[src/rtl/inst_rom_arbiter.sv]
// inst_rom_arbiter: grants the single-ported instruction ROM to the fetch or secondary port and sequences wait cycles.
// Define INST_ARB_RR_EN to replace secondary priority plus the starvation limit with a one-bit round-robin pointer.
module inst_rom_arbiter #(
    parameter int unsigned WAIT_CYCLES  = 0,
    parameter int unsigned STARVE_LIMIT = 2
) (
    input  logic        clk,
    input  logic        rst,
    input  logic        f_req,
    input  logic [31:0] f_addr,
    output logic        f_ack,
    output logic [31:0] f_inst,
    input  logic        d_req,
    input  logic [31:0] d_addr,
    output logic        d_ack,
    output logic [31:0] d_data,
    output logic        err,
    output logic        rom_ce,
    output logic [31:0] rom_addr,
    input  logic [31:0] rom_inst,
    output logic        stall_req
);
    localparam int unsigned DATA_W   = 32;
    localparam int unsigned CNT_W    = 4;
`ifndef INST_ARB_RR_EN
    localparam int unsigned STARVE_W = 3;
`endif

    typedef enum logic {S_IDLE = 1'b0, S_ACCESS = 1'b1} state_t;

    state_t              state_q, state_d;
    logic [CNT_W-1:0]    cnt_q, cnt_d;
    logic                owner_f_q, owner_f_d;
    logic                f_ack_d, d_ack_d, err_d, rom_ce_d;
    logic [DATA_W-1:0]   f_inst_d, d_data_d, rom_addr_d;
    logic                f_vld, d_vld, gnt_f, gnt_d;
    logic [DATA_W-1:0]   gnt_addr;
`ifdef INST_ARB_RR_EN
    logic                ptr_f_q, ptr_f_d;
`else
    logic [STARVE_W-1:0] starve_q, starve_d;
`endif

    assign stall_req = f_req & ~f_ack;

    // A requester whose ack is high this cycle is not re-granted on a still-held request
    assign f_vld = f_req & ~f_ack;
    assign d_vld = d_req & ~d_ack;

    always_comb begin
        gnt_f = 1'b0;
        gnt_d = 1'b0;
`ifdef INST_ARB_RR_EN
        ptr_f_d = ptr_f_q;
        if (state_q == S_IDLE) begin
            if (f_vld && d_vld) begin
                gnt_f   = ptr_f_q;
                gnt_d   = ~ptr_f_q;
                ptr_f_d = ~ptr_f_q;
            end else begin
                gnt_f = f_vld;
                gnt_d = d_vld;
            end
        end
`else
        starve_d = starve_q;
        if (state_q == S_IDLE) begin
            if (f_vld && d_vld) begin
                gnt_f = (starve_q == STARVE_W'(STARVE_LIMIT));
                gnt_d = ~gnt_f;
            end else begin
                gnt_f = f_vld;
                gnt_d = d_vld;
            end
            // Count consecutive secondary grants taken while fetch was waiting
            if (gnt_f) begin
                starve_d = '0;
            end else if (gnt_d) begin
                if (!f_req) begin
                    starve_d = '0;
                end else if (starve_q != STARVE_W'(STARVE_LIMIT)) begin
                    starve_d = starve_q + STARVE_W'(1);
                end
            end
        end
`endif
        gnt_addr = gnt_f ? f_addr : d_addr;
    end

    // Access sequencer: next-state and next-output values
    always_comb begin
        state_d    = state_q;
        cnt_d      = cnt_q;
        owner_f_d  = owner_f_q;
        f_ack_d    = 1'b0;
        d_ack_d    = 1'b0;
        err_d      = 1'b0;
        f_inst_d   = f_inst;
        d_data_d   = d_data;
        rom_ce_d   = rom_ce;
        rom_addr_d = rom_addr;
        case (state_q)
            S_IDLE: begin
                if (gnt_f || gnt_d) begin
                    if (gnt_addr[1:0] != 2'b00) begin
                        err_d   = 1'b1;
                        f_ack_d = gnt_f;
                        d_ack_d = gnt_d;
                        if (gnt_f) begin
                            f_inst_d = '0;
                        end else begin
                            d_data_d = '0;
                        end
                    end else begin
                        state_d    = S_ACCESS;
                        owner_f_d  = gnt_f;
                        cnt_d      = CNT_W'(WAIT_CYCLES);
                        rom_ce_d   = 1'b1;
                        rom_addr_d = gnt_addr;
                    end
                end
            end
            S_ACCESS: begin
                if (cnt_q != '0) begin
                    cnt_d = cnt_q - CNT_W'(1);
                end else begin
                    state_d    = S_IDLE;
                    rom_ce_d   = 1'b0;
                    rom_addr_d = '0;
                    f_ack_d    = owner_f_q;
                    d_ack_d    = ~owner_f_q;
                    if (owner_f_q) begin
                        f_inst_d = rom_inst;
                    end else begin
                        d_data_d = rom_inst;
                    end
                end
            end
            default: state_d = S_IDLE;
        endcase
    end

    always_ff @(posedge clk or negedge rst) begin
        if (!rst) begin
            state_q   <= S_IDLE;
            cnt_q     <= '0;
            owner_f_q <= 1'b0;
            f_ack     <= 1'b0;
            d_ack     <= 1'b0;
            err       <= 1'b0;
            f_inst    <= '0;
            d_data    <= '0;
            rom_ce    <= 1'b0;
            rom_addr  <= '0;
`ifdef INST_ARB_RR_EN
            ptr_f_q   <= 1'b1;
`else
            starve_q  <= '0;
`endif
        end else begin
            state_q   <= state_d;
            cnt_q     <= cnt_d;
            owner_f_q <= owner_f_d;
            f_ack     <= f_ack_d;
            d_ack     <= d_ack_d;
            err       <= err_d;
            f_inst    <= f_inst_d;
            d_data    <= d_data_d;
            rom_ce    <= rom_ce_d;
            rom_addr  <= rom_addr_d;
`ifdef INST_ARB_RR_EN
            ptr_f_q   <= ptr_f_d;
`else
            starve_q  <= starve_d;
`endif
        end
    end

endmodule

[config.mk]
export PLATFORM = sky130hd
export DESIGN_NAME = inst_rom_arbiter
export DESIGN_NICKNAME = d
export VERILOG_FILES = /design/src/rtl/inst_rom_arbiter.sv
export SDC_FILE = /design/constraint.sdc
export NUM_CORES = 1
export LEC_CHECK = 0
export CAP_MARGIN = 20
export CORE_ASPECT_RATIO = 0.75
export CORE_UTILIZATION = 39
export CTS_CLUSTER_SIZE = 10
export DETAILED_ROUTE_END_ITERATION = 12
export PLACE_DENSITY = 0.83
export SYNTH_ARGS = -nofsm -noshare
export SYNTH_HDL_FRONTEND = slang
export SYNTH_SLANG_ARGS = --single-unit
export TNS_END_PERCENT = 5
[constraint.sdc]
create_clock -name clk -period 1.8 [get_ports clk]
set_input_delay 0.45 -clock clk [delete_from_list [all_inputs] [get_ports clk]]
set_output_delay 0.45 -clock clk [all_outputs]
set_load 0.01 [all_outputs]
* Yosys cells after proc, flatten, opt, wreduce, memory -nomap -nowiden
Cells that the tools add are included.
** Word-level totals
- Bits in registers :: 109
- Output and inout port bits :: 101
- Word-level logic and storage cells :: 94
** Cells by class
- Equal/unequal tests :: 12
- Muxes and demuxes :: 50
- Add/subtract/negate cells :: 2
- Bitwise operators :: 8
- Reductions and logical operators :: 11
** Operators with widths (number)
- two-way mux 32 bit :: 14
- case mux 32 bit (2 select lines) :: 3
- two-way mux 1 bit :: 21
- two-way mux 3 bit :: 4
- two-way mux 4 bit :: 3
- AND reduction 3 bit :: 4
- inequality test 2 bit (second input constant) :: 5
- AND reduction 5 bit :: 2
- inequality test 2 x 1 -> 1 bit (second input constant) :: 4
- case mux 1 bit (2 select lines) :: 4
- case mux 4 bit (2 select lines) :: 1
- inverter 1 bit :: 6
- nonzero test 2 bit :: 2
- nonzero test 4 bit :: 1
- subtractor 4 x 1 -> 4 bit (second input constant) :: 1
- adder 3 x 1 -> 3 bit (second input constant) :: 1
- == test 3 x 2 -> 1 bit (second input constant) :: 1
- inequality test 3 x 1 -> 1 bit (second input constant) :: 1
- inequality test 3 x 2 -> 1 bit (second input constant) :: 1
- AND 1 bit :: 2
- logical AND 1 bit :: 1
- logical OR 1 bit :: 1

* Depth between registers and ports, before layout
- Word-level depth :: 11
- Mapped depth :: 8
- Mapped depth without buffers :: 6

* Worst setup path after synthesis
OpenSTA, ideal clock, no wires.
- Path type :: register to register
- Start :: register starve_q[0]
- End :: register f_inst[0]
- Path slack :: -0.065 ns
- Buffers on the path :: 1
- Clock period less this slack :: 1.865 ns
- Cell stages (with the launch flop) :: 8
- Required time :: 1.675 ns
- Data arrival time :: 1.740 ns
- Library setup time :: 0.125 ns
- Cells stage by stage :: dfrtp_1 > inv_1 > ha_1 > nor2b_1 > o21ai_2 > o32ai_4 > buf_6 > mux2_2
** On the way
- Longest elaborated chain between the ends :: 8
** Ends and longest elaborated chain
- from (decl) :: line 41 : logic [STARVE_W-1:0] starve_q, starve_d;
- from (signal assigned) :: line 174 : starve_q <= starve_d;
- == test 3 x 2 -> 1 bit (*) :: line 69 : gnt_f = (starve_q == STARVE_W'(STARVE_LIMIT));
- two-way mux 1 bit / inverter 1 bit (equally long branches) :: line 68, 70
- two-way mux 1 bit (on tied branches) :: line 67, 68
- two-way mux 1 bit :: line 67 : if (state_q == S_IDLE) begin
- two-way mux 32 bit / two-way mux 1 bit (equally long branches) :: line 87, 67
- nonzero test 2 bit / logical OR 1 bit (equally long branches) :: line 105, 104
- inequality test 2 x 1 -> 1 bit (no source line)
- AND reduction 5 bit (no source line) (*)
- to (signal assigned) :: line 167 : f_inst <= f_inst_d;
- to (decl) :: line 12 : output logic [31:0] f_inst,
Mark *: on every way between the ends. The rest lies on a longest branch, timed or not. The select of a mux whose other input is x is not followed.
A chain may end at the register's enable or synchronous reset.

* Final worst setup path
- Start :: input port f_req
- End :: register f_inst[13]
** On the way
- Longest elaborated chain between the ends :: 9
** Ends and longest elaborated chain
- from (decl) :: line 9 : input logic f_req,
- AND 1 bit (*) :: line 47 : assign f_vld = f_req & ~f_ack;
- logical AND 1 bit :: line 68 : if (f_vld && d_vld) begin
- two-way mux 1 bit :: line 68
- two-way mux 1 bit (2 in series) :: line 67
- two-way mux 32 bit :: line 87 : gnt_addr = gnt_f ? f_addr : d_addr;
- nonzero test 2 bit :: line 105 : if (gnt_addr[1:0] != 2'b00) begin
- inequality test 2 x 1 -> 1 bit (no source line)
- AND reduction 5 bit (no source line) (*)
Marks and branches as above.

==> metrics <==
asr flop ratio synth=100%; core area=0.0119 mm^2; DRC viols=0; P per Cell Area=1520 mW/mm^2; Sink Count=109; die height=98.7 um; RePlAce Congestion=0.768; synthesis-to-finish area growth=60.1%; antenna violations before repair=0; Max IR drop VDD=751 uV; Die ar.=0.0129 mm^2; Final min period=1940 ps; initial DRC count=146; clock slew at reported path FFs=60 ps; Required @ worst endpoint=2020 ps; Net Sw Power=4.04 mW; WHS=489 ps; Setup Slack @ Placement=-450 ps; top-count cell post-synth=dfrtp_1; Fillers=830; worst setup slack after layout=-143 ps; number of antenna diodes=0; violated checks=setup timing; CP endpoint kind=flip-flop; worst hold path class=flip-flop to flip-flop; share of layout cells above drive strength 1=14.5%; WL/cell=17.0 um; Primary FF master, synth=dfrtp_1; syn_nets=496; syn_area_per_cell=12.4 um^2; biggest area consumer among synthesized cells=dfrtp_1; detailed placement HPWL=9580 um; Final ANT Viol Nets=0; remaining global-route overflow=0; max cap viols=0; Critical Path Start Type=primary input; number of buffers created by CTS=9; Die X=131 um; CTS Root Cell=clkbuf_16; Initial Util=41.0%; RSZ-0062 raised after global routing=true; final std cells w/o fill=783; vias in the first global route=4113; placed insts=761; Max Clock Skew=9.98 ps; I/O pin total=201; Worst Tran Pin Value=529 ps; row count=34; status=finished, violations left; CP Class=primary input to flip-flop; via/cell ratio=4.94; sequential area share after synthesis=56.0%; Clock Latency Late Sink=340 ps; Peak Freq=0.515 GHz; Final setup viols=67; fin crit share=108%; Ys Warns=0; aggregate global-route resource usage=20.7%; P_leak=3.37 nW; Logic pwr share=50.8%; Longest Clk Path Bufs=2; Pwr Total=11.9 mW; clock share of power=15.5%; Post-synth EDFFs=0; drt first pass iters=4; top cells by area, synth=dfrtp_1 (56%), mux2i_1 (14%), mux2_2 (5.1%); slew margin rel.=64.7%; top post-synthesis cells by count=dfrtp_1 (109), mux2i_1 (69), nand2_1 (47); final hold violation count=0; port buffer count=200; Arr. time, crit path=2170 ps; Routed WL=13300 um; H-tree lvl count=3; Cell Area, Synth=0.00487 mm^2; fin. max-slew vios=0; sequential share of power=33.7%; Critical Path Fanout Max=5; fin nets=720; CTS tree=done; Int Pwr=7.84 mW; Yosys reg bits=109; largest net degree at the start of global routing=42; Synth cell types=41; switching share of power=34.0%; first-pass GRT wire length=20500 um; Vias=3871; Yosys top cell area share=56.0%; Mapped Cells=392
[cells by family (layout without fill, tap and decap cells)]
kind of cell               Yosys count  after routing  synth area share [%]
adders and majority gates            4              4                  1.03
DFF                                109            109                  56.0
xor gates and xnor gates             2              2                 0.360
muxes                               92             92                  19.5
AOI/OAI and AO/OA                   51             51                  9.31
and+or+nand+nor                     93             93                  9.33
buffers and inverters               41            270                  4.42
[final timing paths]
kind,from,endpoint,slack [ps],depth (start not counted)
max reg2reg,starve_q[0],f_inst[13],-100,8
min reg2reg,d_data[22],d_data[22],490,1
max,f_req,f_inst[13],-140,8
min in group asynchronous,rst,f_inst[5],540,2
min,d_data[22],d_data[22],490,1
max in group asynchronous,rst,d_ack,740,3
[per-layer routing]
metal / vias to the layer above / GRT usage, % / wire length [um]
met2: 146 / 35.4 / 6400
met5: - / 0 / 0
met1: 1893 / 25.5 / 5580
li1: 1819 / - / -
met3: 13 / 6.08 / 1170
met4: 0 / 5.48 / 165
[cell type report]
cell class | instances | area (um^2) | share of cell area, %
sequential | 109 | 2730 | 35.0
tap | 162 | 203 | 2.60
inverter | 16 | 60.1 | 0.771
multi-input combinational | 242 | 2060 | 26.4
clock inverter | 3 | 21.3 | 0.273
timing repair buffer | 238 | 2470 | 31.7
clock buffer | 13 | 250 | 3.21
[registers in the layout (all words and copies together), names as in the netlist]
name	count
f_inst	32
rom_ce	1
owner_f_q	1
starve_q	3
err	1
d_ack	1
cnt_q	4
f_ack	1
rom_addr	32
d_data	32
state_q	1
[critical path, stage by stage]
cell and delay, ps:
clkdlybuf4s50_1 480, nand2b_1 110, inv_2 110, o21ai_4 70, o32ai_4 310, buf_6 170, clkbuf_16 150, mux2_2 320
[power groups by stage]
stage,clock [mW],sequential (mW),combinational (mW)
2_1_floorplan,0,4.38,2.27
3_3_place_gp,0,3.98,5.50
3_5_place_dp,0,4.02,5.70
4_1_cts,1.88,4.00,5.92
5_1_grt,1.98,4.12,6.49
6_report,1.84,4.01,6.04
[stage by stage]
step	instance area (um^2)	util (%)	setup TNS (ps)
floorplan	4870	-	-1080
global placement	7310	61.6	-35840
global route	7790	65.6	-8500
detailed placement	7310	61.6	-39210
CTS	7690	64.8	-4090
finish	7790	65.6	-4520
[what timing repair did]
action                                 in CTS  in global routing
resized for setup                          23                 17
cloned                                      1                  1
buffers inserted                            2                  1
hold buffers                                1                  0
setup endpoints to repair                  96                 98
endpoints found under the hold margin      17                  0
pin swaps                                   3                  3
[cell usage in the layout, fill, tap and decap left out, types with 2 or more instances in the layout]
cell type / netlist / layout
nor2_1: 7 / 5
inv_2: 1 / 2
mux2_4: 0 / 17
nand2_1: 47 / 47
o22ai_1: 2 / 2
clkbuf_1: 8 / 3
and3b_1: 2 / 2
mux2i_1: 69 / 68
clkbuf_16: 0 / 10
inv_1: 15 / 14
a22o_1: 23 / 23
buf_4: 6 / 22
buf_8: 0 / 2
mux2_2: 22 / 5
nand2b_1: 3 / 3
a32o_1: 9 / 9
and2_1: 23 / 23
xor2_1: 2 / 2
ha_1: 4 / 3
o211ai_1: 2 / 2
nand3_1: 4 / 3
clkdlybuf4s50_1: 0 / 196
dfrtp_1: 109 / 108
o21ai_0: 3 / 3
buf_12: 0 / 10
buf_6: 4 / 2
No activity file was read; power rests on OpenSTA's default activity.
